`config.mk`:
```
export PLATFORM = sky130hd
export DESIGN_NAME = product_accumulator
export DESIGN_NICKNAME = d
export VERILOG_FILES = /design/src/rtl/product_accumulator.sv
export SDC_FILE = /design/constraint.sdc
export NUM_CORES = 1
export LEC_CHECK = 0
export CAP_MARGIN = 20
export CORE_MARGIN = 5
export CORE_UTILIZATION = 44
export CTS_BUF_LIST = sky130_fd_sc_hd__clkbuf_8 sky130_fd_sc_hd__clkbuf_16
export DETAILED_ROUTE_END_ITERATION = 8
export PLACE_DENSITY = 0.83
export SLEW_MARGIN = 10
export SYNTH_ARGS = -nofsm -noshare
export SYNTH_HDL_FRONTEND = slang
export SYNTH_SLANG_ARGS = --single-unit
```
`constraint.sdc`:
```
create_clock -name clk -period 3.2 [get_ports clk]
set_clock_uncertainty 0.1 [all_clocks]
set_input_delay 0.48 -clock clk [delete_from_list [all_inputs] [get_ports clk]]
set_output_delay 0.48 -clock clk [all_outputs]
set_load 0.01 [all_outputs]
```
`src/rtl/product_accumulator.sv`:
```
// product_accumulator: sums N multiplier products per result, saturating, with valid/ready handshakes
module product_accumulator #(
  parameter int PW = 6,
  parameter int AW = 8,
  parameter int N  = 4,
  localparam int CW = $clog2(N + 1)
) (
  input  logic          clk,
  input  logic          rst,
  input  logic          in_valid,
  input  logic [PW-1:0] in_p,
  output logic          in_ready,
  output logic          out_valid,
  input  logic          out_ready,
  output logic [AW-1:0] sum,
  output logic          ovf,
  output logic [CW-1:0] count
);
  typedef enum logic {ACC, HOLD} state_t;
  state_t        state_q, state_d;
  logic [AW-1:0] sum_q, sum_d;
  logic          ovf_q, ovf_d;
  logic [CW-1:0] count_q, count_d;
  logic [AW:0]   t;
  logic          acc, done;
  always_comb begin
    acc     = state_q == ACC && in_valid;
    done    = state_q == HOLD && out_ready;
    t       = {1'b0, sum_q} + {{(AW + 1 - PW){1'b0}}, in_p};
    sum_d   = done ? '0 : acc ? (t[AW] ? '1 : t[AW-1:0]) : sum_q;
    ovf_d   = done ? 1'b0 : ovf_q | (acc & t[AW]);
    count_d = done ? '0 : acc ? count_q + CW'(1) : count_q;
    state_d = done ? ACC : (acc && count_q == CW'(N - 1)) ? HOLD : state_q;
  end
  always_ff @(posedge clk) begin
    if (rst) begin
      state_q <= ACC;
      sum_q   <= '0;
      ovf_q   <= 1'b0;
      count_q <= '0;
    end else begin
      state_q <= state_d;
      sum_q   <= sum_d;
      ovf_q   <= ovf_d;
      count_q <= count_d;
    end
  end
  assign in_ready  = state_q == ACC;
  assign out_valid = state_q == HOLD;
  assign sum       = sum_q;
  assign ovf       = ovf_q;
  assign count     = count_q;
endmodule

```
* Word level (Yosys, flattened, before mapping)
Cells that the tools add are included.
Cells by class: add/subtract/negate cells 2, reduce and logical (&&, ||, !) cells 4, mux-type cells 1, bitwise gates (word level) 3, equal/unequal tests 1
Operators by type and width (count):
- adder 8 x 6 -> 9 bit | 1
- two-way mux 8 bit | 1
- adder 3 x 1 -> 3 bit (second input constant) | 1
- equality test 3 x 2 -> 1 bit (second input constant) | 1
- logical AND 1 bit | 3
- OR reduction 2 bit | 1
- AND 1 bit | 1
- inverter 1 bit | 1
- OR 1 bit | 1
Storage, ports and cells: output and inout port bits 14, register bits 13

* Longest topological paths before layout
Gate-level depths: netlist (run 1).
depth after elaboration 4, gate-level depth with buffers 7

* Least setup slack after synthesis (run 1)
Ideal clock, no wire load.
path kind input to register, from in in_p[0], to reg sum_q[0], in the netlist sum[0], arrival time 2171 ps, path slack 800 ps, library setup time 129 ps, buffers on the path 0, stages 7, cells stage by stage ha_1 fa_1 a211oi_2 nor2_1 o31a_4 a311oi_4 a21oi_1
Between the ends: longest elaborated chain between the ends 2
Ends and longest elaborated chain:
- from (decl) | RTL line 11 | input logic [PW-1:0] in_p,
- adder 8 x 6 -> 9 bit | RTL line 29 | t = {1'b0, sum_q} + {{(AW + 1 - PW){1'b0}}, in_p};
- two-way mux 8 bit | RTL line 30 | sum_d = done ? '0 : acc ? (t[AW] ? '1 : t[AW-1:0]) : sum_q;
- to (signal assigned) | RTL line 43 | sum_q <= sum_d;
- to (decl) | RTL line 21 | logic [AW-1:0] sum_q, sum_d;
No other way between the ends. A chain may end at the register's enable or synchronous reset.

* Worst setup path after layout (run 1)
from in in_p[0], to reg sum_q[5], in the netlist sum[5]
Same word-level chain as after synthesis.

==> results.yml, run 1 <==
run_status:
  status: "complete, no violations"
worst_setup_path:
  worst-setup-path-type: "input port to register"
  cp.required_ns: 3.22
  cp-start-kind: "input port"
  cp_max_fo: 6
  crit_arrival_ns: 2.74
  endpoint_kind: "register"
clocking:
  clock_path_buffers: 2
  cts_resized: 0
  cts_setup_buffers: 0
  cts_inserted_buffers: 3
  clkTransAtPathRegs_ns: 0.06
  htree_levels: 1
  cts_root_buffer: "clkbuf_8"
  cts_tree: "yes"
  cts.sinks: 13
  cts_hold_buf: 0
  clk_latency_ns: 0.25
grt:
  grt_pass1_wl_um: 3111
  grt_pass1_vias: 716
  overflow: 0
  grt_antenna_before_repair: 0
  grt_use_total_pct: 15.89
  grt_max_degree: 14
timing:
  clock.fmax_mhz: 367.5
  holdWs_ns: 0.3848
  setup-tns-final_ns: 0
  hold_viol: 0
  finalCritPeriodShare_pct: 85.03
  setup_viol: 0
  drv_slew: 0
  slew_headroom_pct: 73.71
  min_period_ns: 2.721
  rsz0062_at_grt: "false"
  worstMarginPinSlew_ns: 0.3943
  setup_ws_ns: 0.4791
power_and_ir_drop:
  powerDensity_nw_per_um2: 462.2
  peakVddDrop_v: 0.0003086
  p_total_mw: 0.4858
  power.leakage_nw: 0.4327
final_layout:
  syn_to_final_growth_pct: 40.00
  fin_util_pct: 62.92
  num_antenna_cells: 0
  stdcell_count: 124
  fin_nets: 127
  finish.instance_area_um2: 1051
  drive_gt1_share_pct: 8.411
place:
  dp.cells: 120
  io_buffer_count: 23
  gp_congestion: 0.8155
  dp_hpwl_um: 1411
  postPlaceCellArea_um2: 1006
  post-place-ws_ns: 0.2105
drt:
  routed-via-count: 694
  ant_nets: 0
  wl_per_cell_um: 14.58
  drcViolationCount: 0
  drt-initial-drc-count: 7
  totalWireLength_um: 1808
  dr.pass1.iters: 4
  viasPerCell: 5.597
synth:
  synth_cell_type_count: 26
  synthXorXnorAreaFrac_pct: 5.833
  synth.avg_cell_area_um2: 9.384
  yosysWarningCount: 0
  synth-simple-area-share_pct: 7.333
  synth.area.mux_share_pct: 1.333
  yosysSeqAreaShare_pct: 34.67
  synth_nets: 99
  ys_ff_latch: 13
  synth_compound_area_share_pct: 31.33
  synth_area_um2: 750.7
  synthAdderAreaFrac_pct: 16.00
  synth_top_family_by_area: "compound AO/OA/AOI/OAI gates"
  syn_inst: 80
floorplanning:
  rows: 15
  fp.dieH_um: 51.31
  dieArea_um2: 2632
  initial_core_util_pct: 44.94
  ios: 24
  fp.dieW_um: 51.31
  core-area_um2: 1670
hold_path:
  hold_path_class: "register to register"
run:
  cap_violations: 0
==> worst paths after layout <==
path,start,end,slack [ns],cells after the start
max,in_p[0],sum[5],0.48,8
min,ovf,ovf,0.38,2
max reg2reg,sum[0],sum[5],0.81,7
min reg2reg,ovf,ovf,0.38,2
==> synthesized netlist by cell type <==
cell type | instances | area, um2
xnor2_1 | 2 | 17.52
a211oi_2 | 1 | 12.51
a21o_1 | 2 | 15.01
mux2i_1 | 1 | 10.01
nor2b_1 | 1 | 6.260
clkbuf_1 | 1 | 3.750
or2_2 | 1 | 6.260
xor2_1 | 3 | 26.28
a311oi_1 | 1 | 8.760
nand3_1 | 1 | 5.000
nor3_1 | 1 | 5.000
a211oi_1 | 3 | 22.52
o21a_1 | 1 | 7.510
o21bai_1 | 1 | 7.510
a21oi_1 | 12 | 60.06
a41oi_1 | 1 | 8.760
ha_1 | 8 | 100.1
fa_1 | 1 | 20.02
a311oi_4 | 1 | 26.28
o21ai_0 | 8 | 40.04
o31a_4 | 1 | 17.52
nor2_1 | 7 | 26.28
inv_1 | 6 | 22.52
dfxtp_1 | 13 | 260.3
a21o_2 | 1 | 8.760
nor4_1 | 1 | 6.260
==> power by group <==
part | switching, mW | total [mW] | internal, mW
logic | 0.0703 | 0.148 | 0.0782
clock network | 0.0636 | 0.149 | 0.0850
registers | 0.0126 | 0.189 | 0.176
==> sequential cells by signal, indices dropped and copies added, names as in the netlist <==
name,cells
sum,8
out_valid,1
count,3
ovf,1
==> worst max-delay path: stages <==
cell,delay (ns)
clkdlybuf4s50_1,0.41
ha_1,0.24
fa_1,0.44
a211oi_2,0.24
nor2_1,0.08
o31a_4,0.31
a311oi_4,0.42
a21oi_1,0.12
==> cells by family (layout without fill, tap and decap cells) <==
family	count (synthesis)	after routing
buffers and inverters	7	34
muxes	1	1
AOI/OAI and AO/OA	33	33
DFF	13	13
and+or+nand+nor	12	12
xor gates and xnor gates	5	5
adders and majority gates	9	9
==> cell type report <==
type	instances	area (um2)
clock buffers	3	41.29
fillers	140	619.3
clock inverters	1	3.754
well taps	17	21.27
inverters	6	22.52
multi-input cells	60	464.2
flip-flops and latches	13	260.3
repair buffers	24	237.7
==> metal layers <==
layer  up-vias  wire, um  track usage, %
li1        347         -               -
met1       326       768           17.58
met2        16       934           27.04
met3         5        61           2.915
met4         0        44           11.35
met5         -         0               0
==> cells in the final DEF, fill, tap and decap left out, drive strengths merged, types with 2 or more instances in the layout <==
| cell type | count |
|---|---|
| clkdlybuf4s50 | 23 |
| dfxtp | 13 |
| a21oi | 12 |
| o21ai | 8 |
| ha | 8 |
| inv | 7 |
| nor2 | 7 |
| a211oi | 4 |
| xor2 | 3 |
| clkbuf | 3 |
| a21o | 3 |
| xnor2 | 2 |
| a311oi | 2 |
(Power assumes the default switching activity.)
==> run 2: changes to the inputs <==
==> constraint.sdc (replaced) <==
create_clock -name clk -period 3.2 [get_ports clk]
set_clock_uncertainty 0.1 [all_clocks]
set_input_delay 0.8 -clock clk [delete_from_list [all_inputs] [get_ports clk]]
set_output_delay 0.8 -clock clk [all_outputs]
set_load 0.01 [all_outputs]
==> run 2 against run 1 <==
  * Worst setup slack worse by 0.27 ns
  * Utilization up 0.90 points
  * Register-to-register slack gained 0.06 ns
  * Sequential power barely moved
  * Non-clock buffer count increased by 2
  * Clock power shrank 3%
  * Sequential share of layout area decreased by 0.35 points
  * Count of clock-buffer cells in the layout stayed put
  * Hold slack better by 0.011 ns
  * Largest power group unchanged
==> results.yml, run 2 (synthesis gave the netlist of run 1 again) <==
drt:
  met2_length_um: 1011
  dr.pass1.iters: 4
  drcViolationCount: 0
  m1WireLength_um: 788
  wl_per_cell_um: 15.10
  ant_nets: 0
  totalWireLength_um: 1902
  routed-via-count: 714
  drt-initial-drc-count: 6
  route.met3.wl_um: 66
  viasPerCell: 5.667
  top_layer: "met4"
final_layout:
  nFillCells: 140
  layout_commonest_cell: "clkdlybuf4s50_1"
  drive_gt1_share_pct: 10.09
  layout_common_cells: "23 x clkdlybuf4s50_1, 13 x dfxtp_1, 12 x a21oi_1, 8 x o21ai_0, 8 x ha_1"
  syn_to_final_growth_pct: 42.00
  num_antenna_cells: 0
  largest_reg_flops: 8
  fin_nets: 129
timing:
  min_period_ns: 2.990
  hold_viol: 0
  holdWs_ns: 0.3957
  slew_headroom_pct: 74.02
  setup_ws_ns: 0.2098
  drv_slew: 0
  rsz0062_at_grt: "false"
  finalCritPeriodShare_pct: 93.44
  worstMarginPinSlew_ns: 0.3897
  setup_viol: 0
  clock.fmax_mhz: 334.4
place:
  io_buffer_count: 23
  post-place-ws_ns: -0.05384
  dp_hpwl_um: 1460
  gp_congestion: 0.8069
run:
  cap_violations: 0
worst_setup_path:
  cp_slowest_cell: "a311oi_4"
  crit_arrival_ns: 3.00
  cp-start-kind: "input port"
  cp.required_ns: 3.21
  endpoint_kind: "register"
  max_stage_delay_ns: 0.42
  crit_chain: "clkdlybuf4s50_1, ha_1, fa_1, a211oi_2, nor2_1, o31a_4, a311oi_4, a21oi_1"
  cp_num_buf_inv: 1
  rrSetupSlack_ns: 0.87
  worst-setup-path-type: "input port to register"
  crit_family: "compound AO/OA/AOI/OAI gates"
  cp_max_fo: 6
clocking:
  clk_latency_ns: 0.24
  cts_inserted_buffers: 3
  clkTransAtPathRegs_ns: 0.06
  cts.sinks: 13
  cts_tree: "yes"
  cts_root_buffer: "clkbuf_8"
  cts_hold_buf: 0
  htree_levels: 1
  clock_path_buffers: 2
  cts_setup_buffers: 0
  cts_resized: 0
floorplanning:
  core-area_um2: 1670
  ios: 24
  initial_core_util_pct: 44.94
  fp.dieH_um: 51.31
  dieArea_um2: 2632
  fp.dieW_um: 51.31
  rows: 15
grt:
  grt_pass1_wl_um: 3098
  grt_use_total_pct: 15.70
  overflow: 0
  grt_antenna_before_repair: 0
  grt_max_degree: 14
  grt_pass1_vias: 723
power_and_ir_drop:
  powerDensity_nw_per_um2: 458.5
  power.leakage_nw: 0.4432
  peakVddDrop_v: 0.0003289
run_status:
  status: "complete, no violations"
hold_path:
  hold_path_class: "register to register"
## run 2: cell types whose count changed in the layout (fill, tap and decap cells not counted)
cell,change
buf_4,+2
## run 2: layout make-up
class / instances / area [um2] / share of cell area, %
multi-input cells: 60 / 464.2 / 43.54
flip-flops and latches: 13 / 260.3 / 24.41
repair buffers: 26 / 252.7 / 23.71
clock buffers: 3 / 41.29 / 3.873
inverters: 6 / 22.52 / 2.113
well taps: 17 / 21.27 / 1.995
clock inverters: 1 / 3.754 / 0.3521
## run 2: path summary, 6_finish.rpt
check	startpoint	to	cells past startpoint
max	in_p[0]	sum[5]	8
min	ovf	ovf	2
max reg2reg	sum[0]	sum[5]	7
min reg2reg	ovf	ovf	2
## run 2: worst reg2reg max path: stages, from the launching register on
cell and delay, ns:
dfxtp_1 0.33, ha_1 0.23, fa_1 0.41, a211oi_2 0.23, nor2_1 0.08, o31a_4 0.29, a311oi_4 0.42, a21oi_1 0.12
## run 2: per-layer routing
layer / vias up / GRT usage [%]
li1: 351 / -
met1: 344 / 16.87
met2: 15 / 28.97
met3: 4 / 3.499
met4: 0 / 6.987
met5: - / 0
## run 2: per-stage QoR
stage | instances | util, % | area, um2 | TNS [ns] | total power [mW]
detailed placement | 122 | 61.12 | 1021 | -0.2649 | 0.3456
floorplan | 80 | - | 750.7 | 0 | 0.2805
global placement | 122 | 61.12 | 1021 | 0 | 0.3382
global route | 126 | 63.82 | 1066 | 0 | 0.5142
finish | 126 | 63.82 | 1066 | 0 | 0.4888
CTS | 126 | 63.82 | 1066 | 0 | 0.4891
## run 2: power by group
part / total, mW / internal (mW) / switching, mW
Clock: 0.145 / 0.0847 / 0.0607
Combinational: 0.154 / 0.0819 / 0.0723
Sequential: 0.189 / 0.176 / 0.0132
Total: 0.489 / 0.343 / 0.146
